File: src/rtl/alu_pkg.sv
// Shared ALU constants and the sequential divider state encoding.
package alu_pkg;

  localparam int unsigned WIDTH = 4;

  typedef enum logic [1:0] {
    StIdle = 2'd0,
    StRun  = 2'd1,
    StDone = 2'd2
  } div_state_e;

  localparam logic [WIDTH-1:0] DIV0_QUOT = '1;

endpackage

File: src/rtl/subtractor.sv
// Plain unsigned subtractor; wraps on underflow and exposes no borrow.
module subtractor #(
  parameter int unsigned WIDTH = 4
) (
  input  logic [WIDTH-1:0] a,
  input  logic [WIDTH-1:0] b,
  output logic [WIDTH-1:0] diff
);

  assign diff = a - b;

endmodule

File: src/rtl/seq_divider.sv
// Multi-cycle unsigned restoring divider, one quotient bit per clock, MSB first.
module seq_divider #(
  parameter int unsigned WIDTH = alu_pkg::WIDTH
) (
  input  logic             clk,
  input  logic             rst_n,
  input  logic             start,
  input  logic [WIDTH-1:0] dividend,
  input  logic [WIDTH-1:0] divisor,
  output logic             busy,
  output logic             done,
  output logic [WIDTH-1:0] quotient,
  output logic [WIDTH-1:0] remainder,
  output logic             div_by_zero
);

  import alu_pkg::*;

  localparam int unsigned CntW = (WIDTH > 1) ? $clog2(WIDTH) : 1;

  div_state_e       state_q;
  logic [CntW-1:0]  cnt_q;
  logic [WIDTH-1:0] r_q;
  logic [WIDTH-1:0] d_q;
  logic [WIDTH-1:0] dvs_q;

  logic [WIDTH-1:0] r_sh;
  logic [WIDTH-1:0] diff;
  logic             ge;
  logic [WIDTH-1:0] r_nxt;
  logic [WIDTH-1:0] d_nxt;

  // R stays below 2^(WIDTH-1) before each shift, so r_sh never loses a bit.
  assign r_sh = {r_q[WIDTH-2:0], d_q[WIDTH-1]};

  subtractor #(
    .WIDTH(WIDTH)
  ) u_sub (
    .a   (r_sh),
    .b   (dvs_q),
    .diff(diff)
  );

  always_comb begin
    ge    = (r_sh >= dvs_q);
    r_nxt = ge ? diff : r_sh;
    d_nxt = {d_q[WIDTH-2:0], ge};
  end

  always_ff @(posedge clk or negedge rst_n) begin
    if (!rst_n) begin
      state_q     <= StIdle;
      cnt_q       <= '0;
      r_q         <= '0;
      d_q         <= '0;
      dvs_q       <= '0;
      busy        <= 1'b0;
      done        <= 1'b0;
      quotient    <= '0;
      remainder   <= '0;
      div_by_zero <= 1'b0;
    end else begin
      unique case (state_q)
        StIdle, StDone: begin
          if (start) begin
            r_q   <= '0;
            cnt_q <= '0;
            d_q   <= dividend;
            dvs_q <= divisor;
            if (divisor == '0) begin
              state_q     <= StDone;
              busy        <= 1'b0;
              done        <= 1'b1;
              quotient    <= WIDTH'(DIV0_QUOT);
              remainder   <= dividend;
              div_by_zero <= 1'b1;
            end else begin
              state_q <= StRun;
              busy    <= 1'b1;
              done    <= 1'b0;
            end
          end else begin
            state_q <= StIdle;
            done    <= 1'b0;
          end
        end
        StRun: begin
          r_q   <= r_nxt;
          d_q   <= d_nxt;
          cnt_q <= cnt_q + 1'b1;
          if (cnt_q == CntW'(WIDTH - 1)) begin
            state_q     <= StDone;
            busy        <= 1'b0;
            done        <= 1'b1;
            quotient    <= d_nxt;
            remainder   <= r_nxt;
            div_by_zero <= 1'b0;
          end
        end
        default: begin
          state_q <= StIdle;
          busy    <= 1'b0;
          done    <= 1'b0;
        end
      endcase
    end
  end

endmodule

File: config.mk
export PLATFORM = sky130hd
export DESIGN_NAME = seq_divider
export DESIGN_NICKNAME = d
export VERILOG_FILES = /design/src/rtl/alu_pkg.sv /design/src/rtl/subtractor.sv /design/src/rtl/seq_divider.sv
export SDC_FILE = /design/constraint.sdc
export NUM_CORES = 1
export LEC_CHECK = 0
export BUFFER_PORTS_ARGS = -buffer_cell sky130_fd_sc_hd__buf_2
export CAP_MARGIN = 15
export CORE_MARGIN = 2
export CORE_UTILIZATION = 30
export DETAILED_ROUTE_END_ITERATION = 16
export SYNTH_ARGS = -nofsm -noshare
export SYNTH_HDL_FRONTEND = slang
export SYNTH_SLANG_ARGS = --single-unit
export TNS_END_PERCENT = 30
File: constraint.sdc
create_clock -name clk -period 2.8 [get_ports clk]
set_clock_uncertainty 0.15 [all_clocks]
set_input_delay 0.14 -clock clk [delete_from_list [all_inputs] [get_ports clk]]
set_output_delay 0.14 -clock clk [all_outputs]
set_load 0.01 [all_outputs]
==> results of run 1 <==
-- tightest hold or removal path, cell delays in order --
cell     delay [ps]
buf_2           100
a21oi_1          60
o21ai_1         100
-- cells in the mapped netlist (all sizes together) --
| master | count | area share, % |
|---|---|---|
| o21a | 2 | 1.1 |
| nand3 | 1 | 0.38 |
| a31oi | 2 | 0.94 |
| a21o | 1 | 0.57 |
| o211ai | 2 | 1.9 |
| o21bai | 2 | 1.1 |
| o21ai | 13 | 5.7 |
| nand2 | 24 | 10 |
| a21oi | 6 | 3.4 |
| mux2 | 2 | 2.3 |
| o22a | 4 | 2.6 |
| o22ai | 1 | 0.47 |
| dfrtp | 25 | 47 |
| and2b | 1 | 0.66 |
| inv | 6 | 1.7 |
| nor2 | 8 | 2.6 |
| fa | 1 | 1.5 |
| nor2b | 2 | 0.94 |
| mux2i | 2 | 1.5 |
| a32oi | 1 | 0.66 |
| ha | 5 | 4.7 |
| buf | 4 | 2.6 |
| nand2b | 2 | 0.94 |
| a211oi | 1 | 0.94 |
| nor4 | 1 | 1.6 |
| xnor2 | 1 | 0.66 |
| a22o | 1 | 0.66 |
| nand3b | 1 | 0.57 |
-- state kept, by name, indices dropped and copies added, names as in the netlist, 2 cells and up --
name,count
dvs_q,4
quotient,4
remainder,4
cnt_q,2
r_q,3
d_q,4
-- routing by layer --
layer	routed length (µm)	share of wire, %	vias up	global-route usage (%)
li1	-	-	484	-
met1	1180	46	463	14.7
met2	1290	50	14	19.3
met3	67	2.6	4	1.73
met4	44	1.7	0	5.77
met5	0	0	-	0
-- power groups by stage --
stage / Clock [mW] / Combinational (mW) / Sequential, mW
after global routing: 0.239 / 1.27 / 0.671
after CTS: 0.225 / 1.16 / 0.650
after floorplan: 0 / 0.881 / 0.669
after global placement: 0 / 1.11 / 0.654
after detailed placement: 0 / 1.15 / 0.657
final: 0.212 / 1.14 / 0.650
-- final cells by class --
cell class,instances,area (µm²),share of cell area [%]
multi-input combinational,87,644,40.6
clock inverter,1,5.00,0.315
tap,52,65.1,4.10
timing repair buffer,29,183,11.5
sequential,25,626,39.4
clock buffer,3,41.3,2.60
inverter,6,22.5,1.42
-- final timing paths --
kind / end / startpoint
worst max register to register: remainder[3]$_DFFE_PN0P_ / d_q[3]$_DFFE_PN0P_
worst min-delay path: d_q[3]$_DFFE_PN0P_ / dividend[3]
min in group asynchronous: remainder[1]$_DFFE_PN0P_ / rst_n
worst max-delay path: remainder[3]$_DFFE_PN0P_ / d_q[3]$_DFFE_PN0P_
worst min register to register: cnt_q[0]$_DFFE_PN0P_ / cnt_q[0]$_DFFE_PN0P_
max in group asynchronous: dvs_q[1]$_DFFE_PN0P_ / rst_n
-- cells by family (layout without fill, tap and decap cells) --
kind of cell               count (synthesis)  count (layout)  synth area share (%)
and+or+nand+nor                           40              40                  17.7
AOI/OAI and AO/OA                         36              36                  20.2
DFF                                       25              25                  47.1
buffers and inverters                     10              39                  4.34
adders and majority gates                  6               6                  6.22
muxes                                      4               4                  3.77
xor gates and xnor gates                   1               1                 0.660
==> metrics.yaml, run 1 <==
route:
  drt_iter0_markers: 40
  drc: 0
  wl_per_cell_um: 12.7
  via_count: 965
  wirelength_um: 2580
  antenna_left: 0
  detail_route.vias_per_cell: 4.75
  drtPass1Iterations: 4
layout:
  fillers: 435
  areaGrowthSynthToFinish_pct: 19.5
  final_cells: 203
  layout_commonest_cell: "dfrtp_1"
  fin_area_um2: 1590
  final_cell_mix: "dfrtp_1 (25), buf_2 (21), nand2_1 (20), o21ai_1 (9), dlygate4sd3_1 (7)"
  n_antenna_cell: 0
  layout-drive-gt1-share_pct: 29.1
  final_util_pct: 36.9
  final_nets: 169
sta:
  whs_ps: 23.5
  max-slew-margin-rel_pct: 59.3
  worstMarginPinSlew_ps: 611
  setup_slack_ps: 512
  drv_slew: 0
  rsz0062_at_grt: "false"
  setup_viol_count_final: 0
  fin_setup_tns_ps: 0
  timing.final.crit_period_ps: 2290
  max_freq_mhz: 437
  finalHoldViolations: 0
  finalCritPeriodShare_pct: 81.7
die:
  start_util_pct: 30.9
  die_w_um: 70.5
  die-area_um2: 4970
  die_y_um: 70.5
  ios: 22
  core_um2: 4290
  rows: 24
cts:
  cts_setup_buffers: 0
  cts_resized: 0
  cts-root-buf: "clkbuf_8"
  htreeDepth: 1
  clk_pin_slew_ps: 80
  clock_latency_ps: 270
  cts_buffer_depth: 2
  tritoncts: "built"
  cts_buffers: 3
  ctsHoldBuffers: 7
  numClockSinks: 25
power_and_ir_drop:
  power_density_nw_per_um2: 1260
  p_int_mw: 1.15
  combPwrFrac_pct: 56.9
  cellLeakagePower_nw: 0.714
  total_power_mw: 2.00
  irDropWorstVdd_uv: 301
  clockPowerShare_pct: 10.6
  p_sw_share_pct: 42.6
  power_frac_seq_pct: 32.5
  p_switching_mw: 0.852
status:
  outcome: "complete, no violations"
setup_path:
  path_buf_inv: 2
  reg2reg_depth: 9
  worst_setup_path_start_kind: "flip-flop"
  crit_path_max_incr_delay_ps: 410
  slowest_stage: "fa_1"
  crit_cells: 9
  critPathTopFamily: "compound AO/OA/AOI/OAI gates"
  path_class: "flip-flop to flip-flop"
  crit_chain: "inv_1, ha_1, inv_1, fa_1, a21oi_2, o21bai_1, mux2_4, a32oi_1, a21oi_2"
  critPathMaxFanout: 3
  r2r_setup_slack_ps: 510
  end_kind: "flip-flop"
  cp_data_required_time_ps: 2810
  crit_arrival_ps: 2300
global_route:
  grt_pass1_wl_um: 4570
  track_usage_pct: 11.6
  first_global_vias: 996
  grt.overflow.total: 0
  grt_max_degree: 26
  antenna_found_initial: 0
synthesis:
  synthesis.area_um2: 1330
  synth_area_per_cell_um2: 10.9
  yosysWarningCount: 0
  synth_cells: 122
  yosysSeqAreaShare_pct: 47.1
  synth_cell_types: 36
  syn-num-nets: 139
  ys_ff_latch: 25
placement:
  portBuffers: 21
  gp_congestion: 0.781
  post-place-ws_ps: 518
  post-dp-hpwl_um: 1970
  place_area_um2: 1470
  placed_cells: 192
job:
  drv_cap: 0
hold_path:
  hold_path_class: "input port to flip-flop"
  hold_depth: 3
Power figures use the tool's default switching activity.
==> run 2: changes to the inputs <==
==> constraint.sdc (replaced) <==
create_clock -name clk -period 2.3 [get_ports clk]
set_clock_uncertainty 0.15 [all_clocks]
set_input_delay 0.115 -clock clk [delete_from_list [all_inputs] [get_ports clk]]
set_output_delay 0.115 -clock clk [all_outputs]
set_load 0.01 [all_outputs]
==> metrics.yaml, run 2 (synthesis gave the netlist of run 1 again) <==
sta:
  finalHoldViolations: 0
  rsz0062_at_grt: "false"
  max-slew-margin-rel_pct: 56.6
  setup_viol_count_final: 0
  finalCritPeriodShare_pct: 94.9
  max_freq_mhz: 458
  drv_slew: 0
  fin_setup_tns_ps: 0
  worstMarginPinSlew_ps: 651
  timing.final.crit_period_ps: 2180
die:
  start_util_pct: 30.9
  rows: 24
  die-area_um2: 4970
  die_y_um: 70.5
  ios: 22
  core_um2: 4290
  die_w_um: 70.5
route:
  drc: 0
  detail_route.vias_per_cell: 4.80
  drt_iter0_markers: 43
  wirelength_um: 2700
  antenna_left: 0
  drtPass1Iterations: 4
  via_count: 983
  wl_per_cell_um: 13.2
placement:
  post-dp-hpwl_um: 1980
  gp_congestion: 0.796
  portBuffers: 21
  placed_cells: 192
layout:
  final_nets: 171
  areaGrowthSynthToFinish_pct: 22.0
  n_antenna_cell: 0
  final_cells: 205
  layout-drive-gt1-share_pct: 30.1
  layout_commonest_cell: "dfrtp_1"
  final_cell_mix: "dfrtp_1 (25), buf_2 (21), nand2_1 (20), o21ai_1 (9), dlygate4sd3_1 (9)"
setup_path:
  crit_arrival_ps: 2200
  critPathMaxFanout: 3
  worstReg2RegStart: "d_q[3]$_DFFE_PN0P_"
  crit_chain: "inv_1, ha_1, inv_1, fa_2, a21oi_2, o21bai_1, mux2_4, a32oi_2, a21oi_2"
  cp_data_required_time_ps: 2320
  critPathTopFamily: "compound AO/OA/AOI/OAI gates"
  worst_setup_path_start_kind: "flip-flop"
  path_buf_inv: 2
  path_class: "flip-flop to flip-flop"
  crit_path_max_incr_delay_ps: 370
  crit_start: "d_q[3]$_DFFE_PN0P_"
  r2r_setup_slack_ps: 120
  slowest_stage: "dfrtp_1"
  end_kind: "flip-flop"
cts:
  cts_buffers: 3
  cts-root-buf: "clkbuf_8"
  cts_setup_buffers: 0
  clk_pin_slew_ps: 100
  cts_buffer_depth: 2
  numClockSinks: 25
  tritoncts: "built"
  htreeDepth: 1
  clock_latency_ps: 270
status:
  outcome: "complete, no violations"
global_route:
  grt_pass1_wl_um: 4890
  antenna_found_initial: 0
  first_global_vias: 1084
  grt_max_degree: 26
  track_usage_pct: 12.1
  grt.overflow.total: 0
hold_path:
  hold_path_class: "input port to flip-flop"
  min_from: "start"
power_and_ir_drop:
  total_power_mw: 2.48
  power_density_nw_per_um2: 1530
  irDropWorstVdd_uv: 390
  cellLeakagePower_nw: 0.719
job:
  drv_cap: 0
[run 2: cell count changes in the layout (fill, tap and decap cells not counted)]
cell,before,now
clkinvlp_4,0,1
clkinv_2,1,0
dlygate4sd3_1,7,9
a32oi_1,1,0
fa_2,0,1
a32oi_2,0,1
fa_1,1,0
[run 2: final timing paths]
check / endpoint / cells after the start
setup reg to reg: remainder[3]$_DFFE_PN0P_ / 9
min in group asynchronous: remainder[2]$_DFFE_PN0P_ / 2
setup / recovery: remainder[3]$_DFFE_PN0P_ / 9
hold reg to reg: quotient[3]$_DFFE_PN0P_ / 1
max in group asynchronous: cnt_q[1]$_DFFE_PN0P_ / 2
hold / removal: busy$_DFFE_PN0P_ / 4
[run 2: timing repair]
item                                    CTS  global route
endpoints found under the hold margin    32             1
endpoints found under the setup margin    0             2
gates resized for setup                   0             2
hold buffers                              8             1
[run 2: cell type report]
cell class,instances,area (µm²)
inverters,6,22.5
repair buffers,31,203
clock inverters,1,7.51
flip-flops and latches,25,626
fillers,454,2680
multi-input cells,87,654
well taps,52,65.1
clock buffers,3,41.3
[run 2: layer usage]
| layer | vias up | GRT usage (%) | wire length [µm] |
|---|---|---|---|
| met2 | 12 | 21.0 | 1360 |
| li1 | 489 | - | - |
| met4 | 0 | 4.70 | 33 |
| met3 | 4 | 1.73 | 50 |
| met1 | 478 | 15.2 | 1250 |
| met5 | - | 0 | 0 |
[run 2: report_power, final]
group / switching (mW) / leakage (nW) / total (mW) / internal (mW)
clock: 0.144 / 0.0217 / 0.267 / 0.123
sequential: 0.134 / 0.296 / 0.791 / 0.657
combinational: 0.782 / 0.402 / 1.42 / 0.639
[run 2: through the flow]
stage	setup slack (ps)	hold slack, ps	area, µm²	util (%)
after global placement	105	-14.8	1470	34.2
final	116	51.5	1620	37.7
after global routing	18.3	132	1620	37.7
after CTS	49.4	5.77	1600	37.2
after detailed placement	64.0	-7.96	1470	34.2
after floorplan	159	-331	1330	-
[run 2: tightest hold or removal path: cells and delay by family]
| kind | cells | cell delay (ps) |
|---|---|---|
| buf+inv | 1 | 100 |
| compound gates | 2 | 160 |
| simple gates | 1 | 50 |
